===== config.mk =====
export PLATFORM = sky130hd
export DESIGN_NAME = cache_ctrl_flat
export DESIGN_NICKNAME = d
export VERILOG_FILES = /design/src/rtl/cache_ctrl_if.sv /design/src/rtl/cache_ctrl.sv /design/src/flat_wrapper.sv
export SDC_FILE = /design/constraint.sdc
export NUM_CORES = 1
export LEC_CHECK = 0
export CORE_ASPECT_RATIO = 0.6
export CORE_UTILIZATION = 39
export DETAILED_ROUTE_END_ITERATION = 10
export PLACE_DENSITY_LB_ADDON = 0.1
export REMOVE_ABC_BUFFERS = 1
export SYNTH_ARGS = -nofsm -noshare
export SYNTH_HDL_FRONTEND = slang
export SYNTH_SLANG_ARGS = --single-unit
export TNS_END_PERCENT = 50

===== constraint.sdc =====
create_clock -name clk -period 5.3 [get_ports clk]
set_input_delay 1.325 -clock clk [delete_from_list [all_inputs] [get_ports clk]]
set_output_delay 1.325 -clock clk [all_outputs]
set_load 0.05 [all_outputs]

===== src/rtl/cache_ctrl_if.sv =====
// CPU-side and datamem-side signals of the cache controller.
// The slave modport is the controller; the master modport is the CPU/datamem side.
interface cache_ctrl_if;
   logic        readMem;
   logic        writeMem;
   logic [31:0] addr;
   logic [31:0] writeData;
   logic [31:0] readData;
   logic        stall;
   logic [31:0] memAddr;
   logic [31:0] memWriteData;
   logic        memWrite;
   logic [31:0] memData;

   modport slave (
      input  readMem, writeMem, addr, writeData, memData,
      output readData, stall, memAddr, memWriteData, memWrite
   );

   modport master (
      output readMem, writeMem, addr, writeData, memData,
      input  readData, stall, memAddr, memWriteData, memWrite
   );
endinterface


===== src/rtl/cache_ctrl.sv =====
// Direct-mapped, write-through, no-write-allocate cache controller.
// Optional CACHE_STATS_EN adds saturating hitCount/missCount outputs.
module cache_ctrl #(
   parameter int LINES       = 8,
   parameter int LINE_WORDS  = 4,
   parameter int MEM_LATENCY = 1
) (
   input  logic        clk,
   input  logic        reset,
`ifdef CACHE_STATS_EN
   output logic [31:0] hitCount,
   output logic [31:0] missCount,
`endif
   cache_ctrl_if.slave bus
);

   localparam int IDX_W  = $clog2(LINES);
   localparam int OFF_W  = $clog2(LINE_WORDS);
   localparam int TAG_W  = 32 - IDX_W - OFF_W - 2;
   localparam int WAIT_W = (MEM_LATENCY > 1) ? $clog2(MEM_LATENCY) : 1;
   localparam logic [WAIT_W-1:0] WAIT_LAST = WAIT_W'(MEM_LATENCY - 1);
   localparam logic [OFF_W-1:0]  WORD_LAST = OFF_W'(LINE_WORDS - 1);

   typedef enum logic [1:0] {IDLE, FILL, WRITE} state_t;

   state_t              state_reg, state_next;
   logic [OFF_W-1:0]    word_cnt_reg, word_cnt_next;
   logic [WAIT_W-1:0]   wait_cnt_reg, wait_cnt_next;
   logic [31:0]         req_addr_reg, req_addr_next;
   logic [31:0]         req_data_reg, req_data_next;

   // Data array is read combinationally so load hits return in the request cycle.
   logic [TAG_W-1:0]    tag_mem  [LINES];
   logic [31:0]         data_mem [LINES*LINE_WORDS];
   logic [LINES-1:0]    valid_vec;

   logic [OFF_W-1:0]    cpu_word, req_word;
   logic [IDX_W-1:0]    cpu_idx, req_idx;
   logic [TAG_W-1:0]    cpu_tag, req_tag;
   logic                cpu_hit, req_hit;
   logic                wait_last;

   logic                fill_capture;
   logic                fill_done;
   logic                store_update;
   logic                hit_load;
   logic                accept_miss;

   assign cpu_word = bus.addr[OFF_W+1:2];
   assign cpu_idx  = bus.addr[OFF_W+IDX_W+1:OFF_W+2];
   assign cpu_tag  = bus.addr[31:OFF_W+IDX_W+2];
   assign req_word = req_addr_reg[OFF_W+1:2];
   assign req_idx  = req_addr_reg[OFF_W+IDX_W+1:OFF_W+2];
   assign req_tag  = req_addr_reg[31:OFF_W+IDX_W+2];

   assign cpu_hit   = valid_vec[cpu_idx] && (tag_mem[cpu_idx] == cpu_tag);
   assign req_hit   = valid_vec[req_idx] && (tag_mem[req_idx] == req_tag);
   assign wait_last = (wait_cnt_reg == WAIT_LAST);

   // Valid bits only become set when the last word of a fill lands, so a
   // reset part-way through a fill leaves the line invalid.
   generate
      for (genvar gi = 0; gi < LINES; gi++) begin : g_valid
         logic line_valid_reg;
         always_ff @(posedge clk) begin
            if (reset)
               line_valid_reg <= 1'b0;
            else if (fill_done && (req_idx == IDX_W'(gi)))
               line_valid_reg <= 1'b1;
         end
         assign valid_vec[gi] = line_valid_reg;
      end
   endgenerate

   always_ff @(posedge clk) begin
      if (fill_capture)
         data_mem[{req_idx, word_cnt_reg}] <= bus.memData;
      else if (store_update)
         data_mem[{req_idx, req_word}] <= req_data_reg;
      if (fill_done)
         tag_mem[req_idx] <= req_tag;
   end

   always_ff @(posedge clk) begin
      if (reset) begin
         state_reg    <= IDLE;
         word_cnt_reg <= '0;
         wait_cnt_reg <= '0;
         req_addr_reg <= '0;
         req_data_reg <= '0;
      end else begin
         state_reg    <= state_next;
         word_cnt_reg <= word_cnt_next;
         wait_cnt_reg <= wait_cnt_next;
         req_addr_reg <= req_addr_next;
         req_data_reg <= req_data_next;
      end
   end

   always_comb begin
      state_next       = state_reg;
      word_cnt_next    = word_cnt_reg;
      wait_cnt_next    = wait_cnt_reg;
      req_addr_next    = req_addr_reg;
      req_data_next    = req_data_reg;
      bus.stall        = 1'b0;
      bus.readData     = 32'h0;
      bus.memAddr      = 32'h0;
      bus.memWriteData = 32'h0;
      bus.memWrite     = 1'b0;
      fill_capture     = 1'b0;
      fill_done        = 1'b0;
      store_update     = 1'b0;
      hit_load         = 1'b0;
      accept_miss      = 1'b0;

      case (state_reg)
         IDLE: begin
            wait_cnt_next = '0;
            if (bus.writeMem) begin
               bus.stall     = 1'b1;
               req_addr_next = bus.addr;
               req_data_next = bus.writeData;
               state_next    = WRITE;
            end else if (bus.readMem) begin
               if (cpu_hit) begin
                  bus.readData = data_mem[{cpu_idx, cpu_word}];
                  hit_load     = 1'b1;
               end else begin
                  bus.stall     = 1'b1;
                  req_addr_next = bus.addr;
                  word_cnt_next = '0;
                  accept_miss   = 1'b1;
                  state_next    = FILL;
               end
            end
         end

         FILL: begin
            bus.stall   = 1'b1;
            bus.memAddr = {req_addr_reg[31:OFF_W+2], word_cnt_reg, 2'b00};
            if (wait_last) begin
               fill_capture  = 1'b1;
               wait_cnt_next = '0;
               word_cnt_next = word_cnt_reg + 1'b1;
               if (word_cnt_reg == WORD_LAST) begin
                  fill_done  = 1'b1;
                  state_next = IDLE;
               end
            end else begin
               wait_cnt_next = wait_cnt_reg + 1'b1;
            end
         end

         WRITE: begin
            bus.memAddr      = {req_addr_reg[31:2], 2'b00};
            bus.memWriteData = req_data_reg;
            if (wait_last) begin
               bus.memWrite  = 1'b1;
               store_update  = req_hit;
               wait_cnt_next = '0;
               state_next    = IDLE;
            end else begin
               bus.stall     = 1'b1;
               wait_cnt_next = wait_cnt_reg + 1'b1;
            end
         end

         default: state_next = IDLE;
      endcase
   end

`ifdef CACHE_STATS_EN
   logic [31:0] hit_count_reg;
   logic [31:0] miss_count_reg;
   logic        fill_return_reg;

   // The held load that completes a fill is already counted as a miss.
   always_ff @(posedge clk) begin
      if (reset) begin
         hit_count_reg   <= 32'h0;
         miss_count_reg  <= 32'h0;
         fill_return_reg <= 1'b0;
      end else begin
         fill_return_reg <= fill_done;
         if (hit_load && !fill_return_reg && (hit_count_reg != 32'hFFFF_FFFF))
            hit_count_reg <= hit_count_reg + 32'd1;
         if (accept_miss && (miss_count_reg != 32'hFFFF_FFFF))
            miss_count_reg <= miss_count_reg + 32'd1;
      end
   end

   assign hitCount  = hit_count_reg;
   assign missCount = miss_count_reg;
`endif

endmodule


===== src/flat_wrapper.sv =====
// flat-port wrapper written by rule: the top's interface ports become plain ports
module cache_ctrl_flat 
#(
   parameter int LINES       = 8,
   parameter int LINE_WORDS  = 4,
   parameter int MEM_LATENCY = 1
)
  (clk, reset, bus_readMem, bus_writeMem, bus_addr, bus_writeData, bus_memData, bus_readData, bus_stall, bus_memAddr, bus_memWriteData, bus_memWrite);
  cache_ctrl_if bus_i ();
  input  logic clk;
  input  logic reset;
  input wire logic [$bits(bus_i.readMem)-1:0] bus_readMem;
  input wire logic [$bits(bus_i.writeMem)-1:0] bus_writeMem;
  input wire logic [$bits(bus_i.addr)-1:0] bus_addr;
  input wire logic [$bits(bus_i.writeData)-1:0] bus_writeData;
  input wire logic [$bits(bus_i.memData)-1:0] bus_memData;
  output wire logic [$bits(bus_i.readData)-1:0] bus_readData;
  output wire logic [$bits(bus_i.stall)-1:0] bus_stall;
  output wire logic [$bits(bus_i.memAddr)-1:0] bus_memAddr;
  output wire logic [$bits(bus_i.memWriteData)-1:0] bus_memWriteData;
  output wire logic [$bits(bus_i.memWrite)-1:0] bus_memWrite;
  assign bus_i.readMem = bus_readMem;
  assign bus_i.writeMem = bus_writeMem;
  assign bus_i.addr = bus_addr;
  assign bus_i.writeData = bus_writeData;
  assign bus_i.memData = bus_memData;
  assign bus_readData = bus_i.readData;
  assign bus_stall = bus_i.stall;
  assign bus_memAddr = bus_i.memAddr;
  assign bus_memWriteData = bus_i.memWriteData;
  assign bus_memWrite = bus_i.memWrite;
  cache_ctrl #(.LINES(LINES), .LINE_WORDS(LINE_WORDS), .MEM_LATENCY(MEM_LATENCY)) u_core (.clk(clk), .reset(reset), .bus(bus_i));
endmodule

==> flow_summary.toml <==
[clock_tree]
clock_latency_ns = 0.76
path_clk_slew_ns = 0.07
cts_inserted_buffers = 120
htree_levels = 3
cts_sinks = 1301
root_buffer = "clkbuf_16"
cts_tree = "yes"
clock_path_buffers = 3

[route]
via_per_inst = 5.63
drcViolationCount = 0
num_vias = 27200
first_pass_iters = 5
wire_per_inst_um = 31.1
antenna_left = 0
drt_wl_total_um = 150000
first_iter_violations = 2810

[min_path]
min_path_cells = 2
hold_start = "u_core.req_data_reg[0]"
min_path_type = "reg2reg"

[place]
dp_hpwl_um = 87100
gp_congestion = 0.824
dp_slack_ns = -0.361
port_buffers = 193

[power_and_ir_drop]
p_sw_share_pct = 22.5
p_switching_mw = 4.88
p_int_mw = 16.8
p_comb_share_pct = 7.6
clkPwrFrac_pct = 39.6
p_seq_share_pct = 52.9
ir_drop_mv = 0.290
p_per_area_nw_per_um2 = 338
leakage_nw = 20.4

[global_routing]
grt_pass1_wl_um = 209000
grt_pass1_vias = 27400
grt_max_degree = 82
track_usage_pct = 21.9
antenna_found_initial = 5
gr-total-overflow = 0

[floorplanning]
dieArea_sq_um = 137000
die_h_um = 287
initial_core_util_pct = 39.3
top_level_ports = 198
core_area_sq_um = 134000
die_x_um = 476
row_count = 104

[final_layout]
drive_gt1_share_pct = 32.4
layout.nets = 3022
final_util_pct = 47.8
syn2layout_area_growth_pct = 21.6
layout_commonest_cell = "edfxtp_1"
mostFrequentLayoutCells = "1224 x edfxtp_1, 400 x mux4_2, 154 x clkdlybuf4s50_1"
largest_reg_flops = 1024

[synth]
netlist_area_sq_um = 52600
ys_ff_latch = 1301
synth-edff-count = 1224
synth-seq-area-share_pct = 72.7
syn_avg_cell_area_sq_um = 20.8
synthCells = 2533
ys_async_sr_fraction_pct = 0
synthFlopType = "edfxtp_1"
yosys_warnings = 0
yosys.area.top_type = "edfxtp_1"
yosysTopAreaCellShare_pct = 69.8
synth_area_leaders = "edfxtp_1 70%, mux4_2 17%, dfxtp_1 2.9%, mux2i_1 2.6%, nand2b_1 0.84%"
synth_cell_types = 51

[timing]
slew_headroom_pct = 27.8
drv_slew = 0
fmaxAchievable_mhz = 180
fin_worst_skew_ns = 0.0295
setup_slack_ns = -0.264
post-route-period-util_pct = 105
tightest_slew_ns = 1.08
setup_tns_ns = -7.33
finalWorstPathRequiredPeriod_ns = 5.56
finalHoldViolCount = 0
setup_viol = 33
grt_setup_unrepaired = "yes"

[setup_path]
worstRegToRegCells = 9
crit_buf_inv = 8
path_class = "in2out"
cp_slowest_cell = "nor4_4"
crit_fanout = 7
cp_top_family = "buffers and inverters"
start_kind = "input pin"
crit_path_start = "bus_addr[5]"
max_stage_delay_ns = 0.28
cp-end-kind = "primary output"
crit_chain = "buf_16 > buf_16 > buf_12 > nand2b_4 > buf_6 > a2bb2oi_2 > a21o_1 > a211oi_2 > buf_4 > nand4_1 > nor4_4 > nand4_1 > buf_6 > buf_16 > nor2_4 > buf_12"
cp.arrival_ns = 4.24
timing.critical_path.mode_cell = "buf_16"
cp_data_required_time_ns = 3.97
cp_num_cells = 16

[run_status]
status = "finished with violations"
violations = "negative setup slack"

[flow_run]
drv_cap = 0
layer usage:
layer,global-route usage (%),vias to the layer above,wire length (um)
met5,0,-,0
met4,4.55,0,2530
met3,4.94,151,10700
met2,32.5,967,67100
met1,32.9,14800,69600
li1,-,11200,-
synth_stat cells, types with 35 or more instances:
| library cell | count |
|---|---|
| clkbuf_1 | 101 |
| mux2i_1 | 139 |
| mux4_2 | 400 |
| mux2_2 | 38 |
| and2_1 | 61 |
| nor2_1 | 91 |
| nand2_1 | 89 |
| nand2b_1 | 71 |
| dfxtp_1 | 77 |
| edfxtp_1 | 1224 |
| a21oi_1 | 35 |
| xnor2_1 | 35 |
area by class of cell:
cell class | count | area (sq um)
repair buffers | 410 | 5170
clock buffers | 152 | 3220
multi-input cells | 1079 | 14400
inverters | 6 | 22.5
fillers | 10900 | 70000
clock inverters | 71 | 604
well taps | 1802 | 2250
flip-flops and latches | 1301 | 38300
diodes | 3 | 7.51
power groups by stage:
stage,clock network [mW],logic (mW),registers (mW)
4_1_cts,8.74,1.63,11.4
2_1_floorplan,0,0.805,11.6
5_1_grt,9.11,1.74,11.5
6_report,8.57,1.64,11.4
3_5_place_dp,0,1.59,11.7
3_3_place_gp,0,1.57,11.7
stage by stage:
stage	instances	area (sq um)	hold WS, ns	total power, mW
3_3_place_gp	4583	59500	0.449	13.2
6_report	4824	64000	0.466	21.7
3_5_place_dp	4583	59500	0.456	13.3
2_1_floorplan	2386	52000	0.435	12.4
5_1_grt	4823	64000	0.483	22.3
4_1_cts	4817	63800	0.466	21.8
cells by family after synthesis:
group | synth area share, %
AOI/OAI and AO/OA | 1.09
DFF | 72.7
and+or+nand+nor | 3.49
muxes | 20.7
other | 0.00712
xor gates and xnor gates | 0.632
buffers and inverters | 1.23
adders and majority gates | 0.0951
path summary, 6_finish.rpt:
| kind | slack, ns | to |
|---|---|---|
| setup / recovery | -0.26 | bus_readData[21] |
| hold / removal | 0.47 | u_core.req_data_reg[0] |
| setup reg to reg | 0.48 | u_core.data_mem[12][3] |
| hold reg to reg | 0.47 | u_core.req_data_reg[0] |
worst register-to-register path: stages, from the launching register on:
cell and delay [ns]:
dfxtp_4 0.72, mux4_2 0.64, mux2i_1 0.24, xnor2_1 0.21
nor4_1 0.64, nand4_1 0.34, o32ai_1 0.64, nand3_1 0.45
nor2_4 0.40, buf_12 0.21
timing repair:
action | CTS | global route
setup buffers | 6 | 7
hold buffers | 0 | 0
gates resized for setup | 89 | 35
setup endpoints to repair | 33 | 33
cloned | 5 | 1
pin swaps | 31 | 16
(Power assumes the default switching activity.)
